<file path="src/rtl/shift_row_pkg.sv">
// -----------------------------------------------------------------------------
// shift_row_pkg
// Shared AES definitions used by the round datapath blocks (ShiftRows,
// SubBytes, MixColumns):
//   - byte / state types (a state is 16 bytes, byte k = column*4 + row)
//   - row/column <-> byte index helpers
//   - forward and inverse ShiftRows source-index tables
// -----------------------------------------------------------------------------
package shift_row_pkg;

  localparam int STATE_W = 128;
  localparam int N_BYTES = 16;

  typedef logic [7:0] aes_byte_t;
  typedef aes_byte_t  aes_state_t [N_BYTES];

  // Byte index k = 4*c + r (column-major state layout).
  function automatic logic [1:0] byte_row(input logic [3:0] k);
    return k[1:0];
  endfunction

  function automatic logic [1:0] byte_col(input logic [3:0] k);
    return k[3:2];
  endfunction

  function automatic logic [3:0] byte_index(input logic [1:0] r, input logic [1:0] c);
    return {c, r};
  endfunction

  // Output byte k takes input byte SHIFT_FWD_MAP[k]: row r rotates left by r.
  localparam logic [3:0] SHIFT_FWD_MAP [N_BYTES] = '{
    4'd0,  4'd5,  4'd10, 4'd15,
    4'd4,  4'd9,  4'd14, 4'd3,
    4'd8,  4'd13, 4'd2,  4'd7,
    4'd12, 4'd1,  4'd6,  4'd11
  };

  // Output byte k takes input byte SHIFT_INV_MAP[k]: row r rotates right by r.
  localparam logic [3:0] SHIFT_INV_MAP [N_BYTES] = '{
    4'd0,  4'd13, 4'd10, 4'd7,
    4'd4,  4'd1,  4'd14, 4'd11,
    4'd8,  4'd5,  4'd2,  4'd15,
    4'd12, 4'd9,  4'd6,  4'd3
  };

endpackage

</file>
<file path="src/rtl/shift_row_perm.sv">
// -----------------------------------------------------------------------------
// shift_row_perm
// Purely combinational ShiftRows / InvShiftRows byte permutation. Pure wiring:
// no byte value is modified, so unknown input bytes only affect the output
// byte they are routed to.
//   INVERSE  : 0 = ShiftRows (rotate rows left), 1 = InvShiftRows (right)
//   i_state  : [0:127] AES state, bit 0 = MSB of byte 0
//   o_state  : [0:127] permuted state, same byte order
// -----------------------------------------------------------------------------
module shift_row_perm
  import shift_row_pkg::*;
#(
  parameter bit INVERSE = 1'b0
) (
  input  logic [0:STATE_W-1] i_state,
  output logic [0:STATE_W-1] o_state
);

  aes_state_t w_in_bytes;
  aes_state_t w_out_bytes;

  genvar gi;
  generate
    for (gi = 0; gi < N_BYTES; gi++) begin : g_byte
      // Source byte resolved at elaboration time; each output byte is a wire.
      localparam int SRC = INVERSE ? int'(SHIFT_INV_MAP[gi]) : int'(SHIFT_FWD_MAP[gi]);

      // Ascending vector: [8k +: 8] is bits 8k..8k+7, with bit 8k the byte MSB.
      assign w_in_bytes[gi]          = i_state[8*gi +: 8];
      assign w_out_bytes[gi]         = w_in_bytes[SRC];
      assign o_state[8*gi +: 8]      = w_out_bytes[gi];
    end
  endgenerate

endmodule

</file>
<file path="src/rtl/shift_row.sv">
// -----------------------------------------------------------------------------
// shift_row
// AES-128 ShiftRows pipeline stage: byte permutation followed by one register.
// Captures on every rising edge (no enable / valid); validity is tracked by
// the enclosing pipeline.
//   INVERSE  : 0 = ShiftRows, 1 = InvShiftRows
//   clk      : clock, rising edge
//   rst      : asynchronous active-high reset, clears dataOut to 0
//   dataIn   : [0:127] AES state, bit 0 = MSB of byte 0
//   dataOut  : [0:127] registered permuted state (1 cycle latency)
// -----------------------------------------------------------------------------
module shift_row
  import shift_row_pkg::*;
#(
  parameter bit INVERSE = 1'b0
) (
  input  logic               clk,
  input  logic               rst,
  input  logic [0:STATE_W-1] dataIn,
  output logic [0:STATE_W-1] dataOut
);

  logic [0:STATE_W-1] w_perm;
  logic [0:STATE_W-1] r_data;

  shift_row_perm #(
    .INVERSE (INVERSE)
  ) u_perm (
    .i_state (dataIn),
    .o_state (w_perm)
  );

  always_ff @(posedge clk or posedge rst) begin
    if (rst) begin
      r_data <= '0;
    end else begin
      r_data <= w_perm;
    end
  end

  assign dataOut = r_data;

endmodule

</file>
<file path="config.mk">
export PLATFORM = sky130hd
export DESIGN_NAME = shift_row
export DESIGN_NICKNAME = d
export VERILOG_FILES = /design/src/rtl/shift_row_pkg.sv /design/src/rtl/shift_row_perm.sv /design/src/rtl/shift_row.sv
export SDC_FILE = /design/constraint.sdc
export NUM_CORES = 1
export LEC_CHECK = 0
export ABC_AREA = 1
export CAP_MARGIN = 0
export CORE_AREA = 2 2 99 101
export DETAILED_ROUTE_END_ITERATION = 10
export DIE_AREA = 0 0 101 103
export PLACE_DENSITY = 0.94
export SYNTH_ARGS = -nofsm -noshare
export SYNTH_HDL_FRONTEND = slang
export SYNTH_SLANG_ARGS = --single-unit
export TNS_END_PERCENT = 1
</file>
<file path="constraint.sdc">
create_clock -name clk -period 9.7 [get_ports clk]
set_clock_uncertainty 0.2 [all_clocks]
set_input_delay 1.455 -clock clk [delete_from_list [all_inputs] [get_ports clk]]
set_output_delay 1.455 -clock clk [all_outputs]
set_load 0.03 [all_outputs]
</file>
Word-level counts from Yosys, hierarchy flattened. Cells that the tools add are included.

Output and inout bits: 128. Logic and storage cells: 1. Flip-flop bits (word level): 128.

Depth between registers and ports, before layout.
Depth after elaboration: 0. Gate-level depth with buffers: 1. Gate-level depth less buffers: 1.

Modules after synthesis. From an unflattened synthesis, not the netlist that was laid out.

Cells, all modules: 257. Area, all modules: 4167.7 um^2.

Modules (own cells, without submodules): shift_row (area an instance 3206.8 um^2, seq. area each 3203.1 um^2, times used 1, cells an instance 129); shift_row_perm (area an instance 960.9 um^2, seq. area each 0.0 um^2, times used 1, cells an instance 128).

Worst setup path before layout. Ideal clock, no wire load.

Path kind: register to output. From: register r_data, in the netlist dataOut[0]. To: output dataOut[0] (netlist bit). Path slack: 7578 ps. Data arrival time: 467 ps. Stages on the path, launching flop included: 1. Path buffers: 0. Cells stage by stage: dfrtp_1.

RTL lines: from (decl) (RTL line shift_row.sv:24) `logic [0:STATE_W-1] r_data;`; from (signal assigned) (RTL line shift_row.sv:37) `r_data <= w_perm;`; to (decl) (RTL line shift_row.sv:20) `output logic [0:STATE_W-1] dataOut`.

No word-level cell between the ends.

Worst setup path in the final report.
From: register r_data, in the netlist dataOut[92]. To: output dataOut[92] (netlist bit).

No word-level cell between the ends.

==> flow_summary.ini <==
[status]
outcome = completed

[clock_tree]
numCtsBuffers = 17
numClockSinks = 128
htreeDepth = 4
ctsHoldBuffers = 0
post_cts_buffers = 0
cts_tree = built
clk_pin_slew_ps = 60
cts-root-buf = clkbuf_8
clock_path_buffers = 2
ctsResizeCount = 0

[final_layout]
multi_input_comb_cells = 0
drive_gt1_share_pct = 6.94
fillers = 618
layout_common_cells = clkdlybuf4s50_1, dfrtp_1, clkbuf_16
fin_area_mm2 = 0.00650
final-instance-count-excl-fill = 533
largest_reg_flops = 128
layout.cells.most_common = clkdlybuf4s50_1
layout.nets = 536
multi_input_area_um2 = 0
area_delta_synth_final_pct = 103

[power_and_ir_drop]
pwr_density_cell_mw_per_mm2 = 205
ir_worst_vdd_uv = 117
power.leakage_nw = 2.79

[detailed_routing]
num_vias = 2162
antenna_left = 0
drt_iter0_markers = 23
viasPerCell = 4.06
drc = 0
drt-total-wl_mm = 8.51
firstDrtPassIters = 4
avgRoutedWirePerCell_um = 16.0

[sta]
worst_slew_pin_slew_ps = 854
period_needed_ps = 3190
holdWs_ps = 1200
finalHoldViolCount = 0
slew_violations = 0
setup_viol = 0
grt_setup_unrepaired = no
fin_tns_setup_ps = 0
finalCritPeriodShare_pct = 32.9
slew_headroom_pct = 43.1
max_freq_ghz = 0.313

[floorplan]
ios = 258
die_w_um = 101
rows = 36
die_h_um = 103
coreArea_mm2 = 0.00946
initial_core_util_pct = 33.9
die_area_mm2 = 0.0104

[min_path]
hp-start = dataIn[4]
min_to = dataOut[4]
hold_class = in2reg
holdPathStages = 1

[global_routing]
grt_pass1_vias = 2274
grtUsageTotal_pct = 16.6
grt_max_degree = 73
antenna_found_initial = 2
globalRoute.totalOverflow = 0
grt_pass1_wl_mm = 12.2

[placement]
place_congestion = 0.712
placed_area_mm2 = 0.00593
hpwl_mm = 6.57
place_inst = 501
port_buffers = 257

[synthesis]
synth.top_cell.area_share_pct = 99.9
ys_seq_area_share_pct = 99.9
yosys.area.top_type = dfrtp_1
yosysUniqueCellTypes = 2
synthCells = 129
synth_seq_cells = 128
syn_nets = 259
netlist_area_mm2 = 0.00321
synth.area.top_cells = dfrtp_1, inv_1
syn_avg_cell_area_um2 = 24.9
yosysWarnings = 0

[setup_path]
worstSetupPathType = reg2out
crit_family = buffers and inverters
crit_buf_inv = 1
crit_path_end_kind = primary output
path_cells = clkdlybuf4s50_1
cp.arrival_ps = 1540
path_max_fanout = 1
cp.required_ps = 8050
critPathSlowestCell = clkdlybuf4s50_1
critPathLaunch = dataOut[92]
cpPeakStageDelay_ps = 700
start_kind = register

[run]
cap_violations = 0
## synth_stat cells (all sizes together)
library cell and count:
dfrtp 128, inv 1
## power by group
| part | switching (mW) | total [mW] | internal (mW) |
|---|---|---|---|
| Combinational | 0.0859 | 0.176 | 0.0903 |
| Clock | 0.199 | 0.588 | 0.390 |
| Sequential | 0.00765 | 0.569 | 0.562 |
## routing by layer
| metal | vias up | routed length (µm) | global-route usage, % |
|---|---|---|---|
| met4 | 2 | 141 | 6.96 |
| met3 | 15 | 1080 | 11.1 |
| met5 | - | 11 | 0 |
| met2 | 146 | 4580 | 27.3 |
| li1 | 957 | - | - |
| met1 | 1042 | 2690 | 16.6 |
## worst max-delay path by stage
stage / slack [ps] / cells past startpoint / endpoint
2_1_floorplan: 4630 / 1 / dataOut[0]
3_3_place_gp: 6240 / 3 / dataOut[19]
3_5_place_dp: 6140 / 3 / dataOut[19]
4_1_cts: 6460 / 1 / dataOut[66]
5_1_grt: 6410 / 3 / dataOut[103]
6_report: 6510 / 1 / dataOut[92]
## area by class of cell
cell class | instances | area, µm² | share of cell area [%]
Sequential cell | 128 | 3200 | 49.3
Timing Repair Buffer | 258 | 2580 | 39.7
Clock buffer | 25 | 484 | 7.45
Tap cell | 114 | 143 | 2.19
Clock inverter | 6 | 80.1 | 1.23
Inverter | 1 | 6.26 | 0.0963
Antenna cell | 1 | 2.50 | 0.0385
## logic make-up (layout without fill, tap and decap cells)
group	after synthesis	after routing	synth area share, %
DFF	128	128	99.9
other	0	1	0
buffers and inverters	1	290	0.117
## stage by stage
stage | setup slack (ps) | util [%] | power (mW)
final | 6510 | 68.7 | 1.33
after global routing | 6410 | 68.7 | 1.39
after CTS | 6460 | 68.7 | 1.35
after detailed placement | 6140 | 62.7 | 0.757
after global placement | 6240 | 62.7 | 0.752
after floorplan | 4630 | - | 0.643
Note: power is estimated with default switching activity, not from simulation.
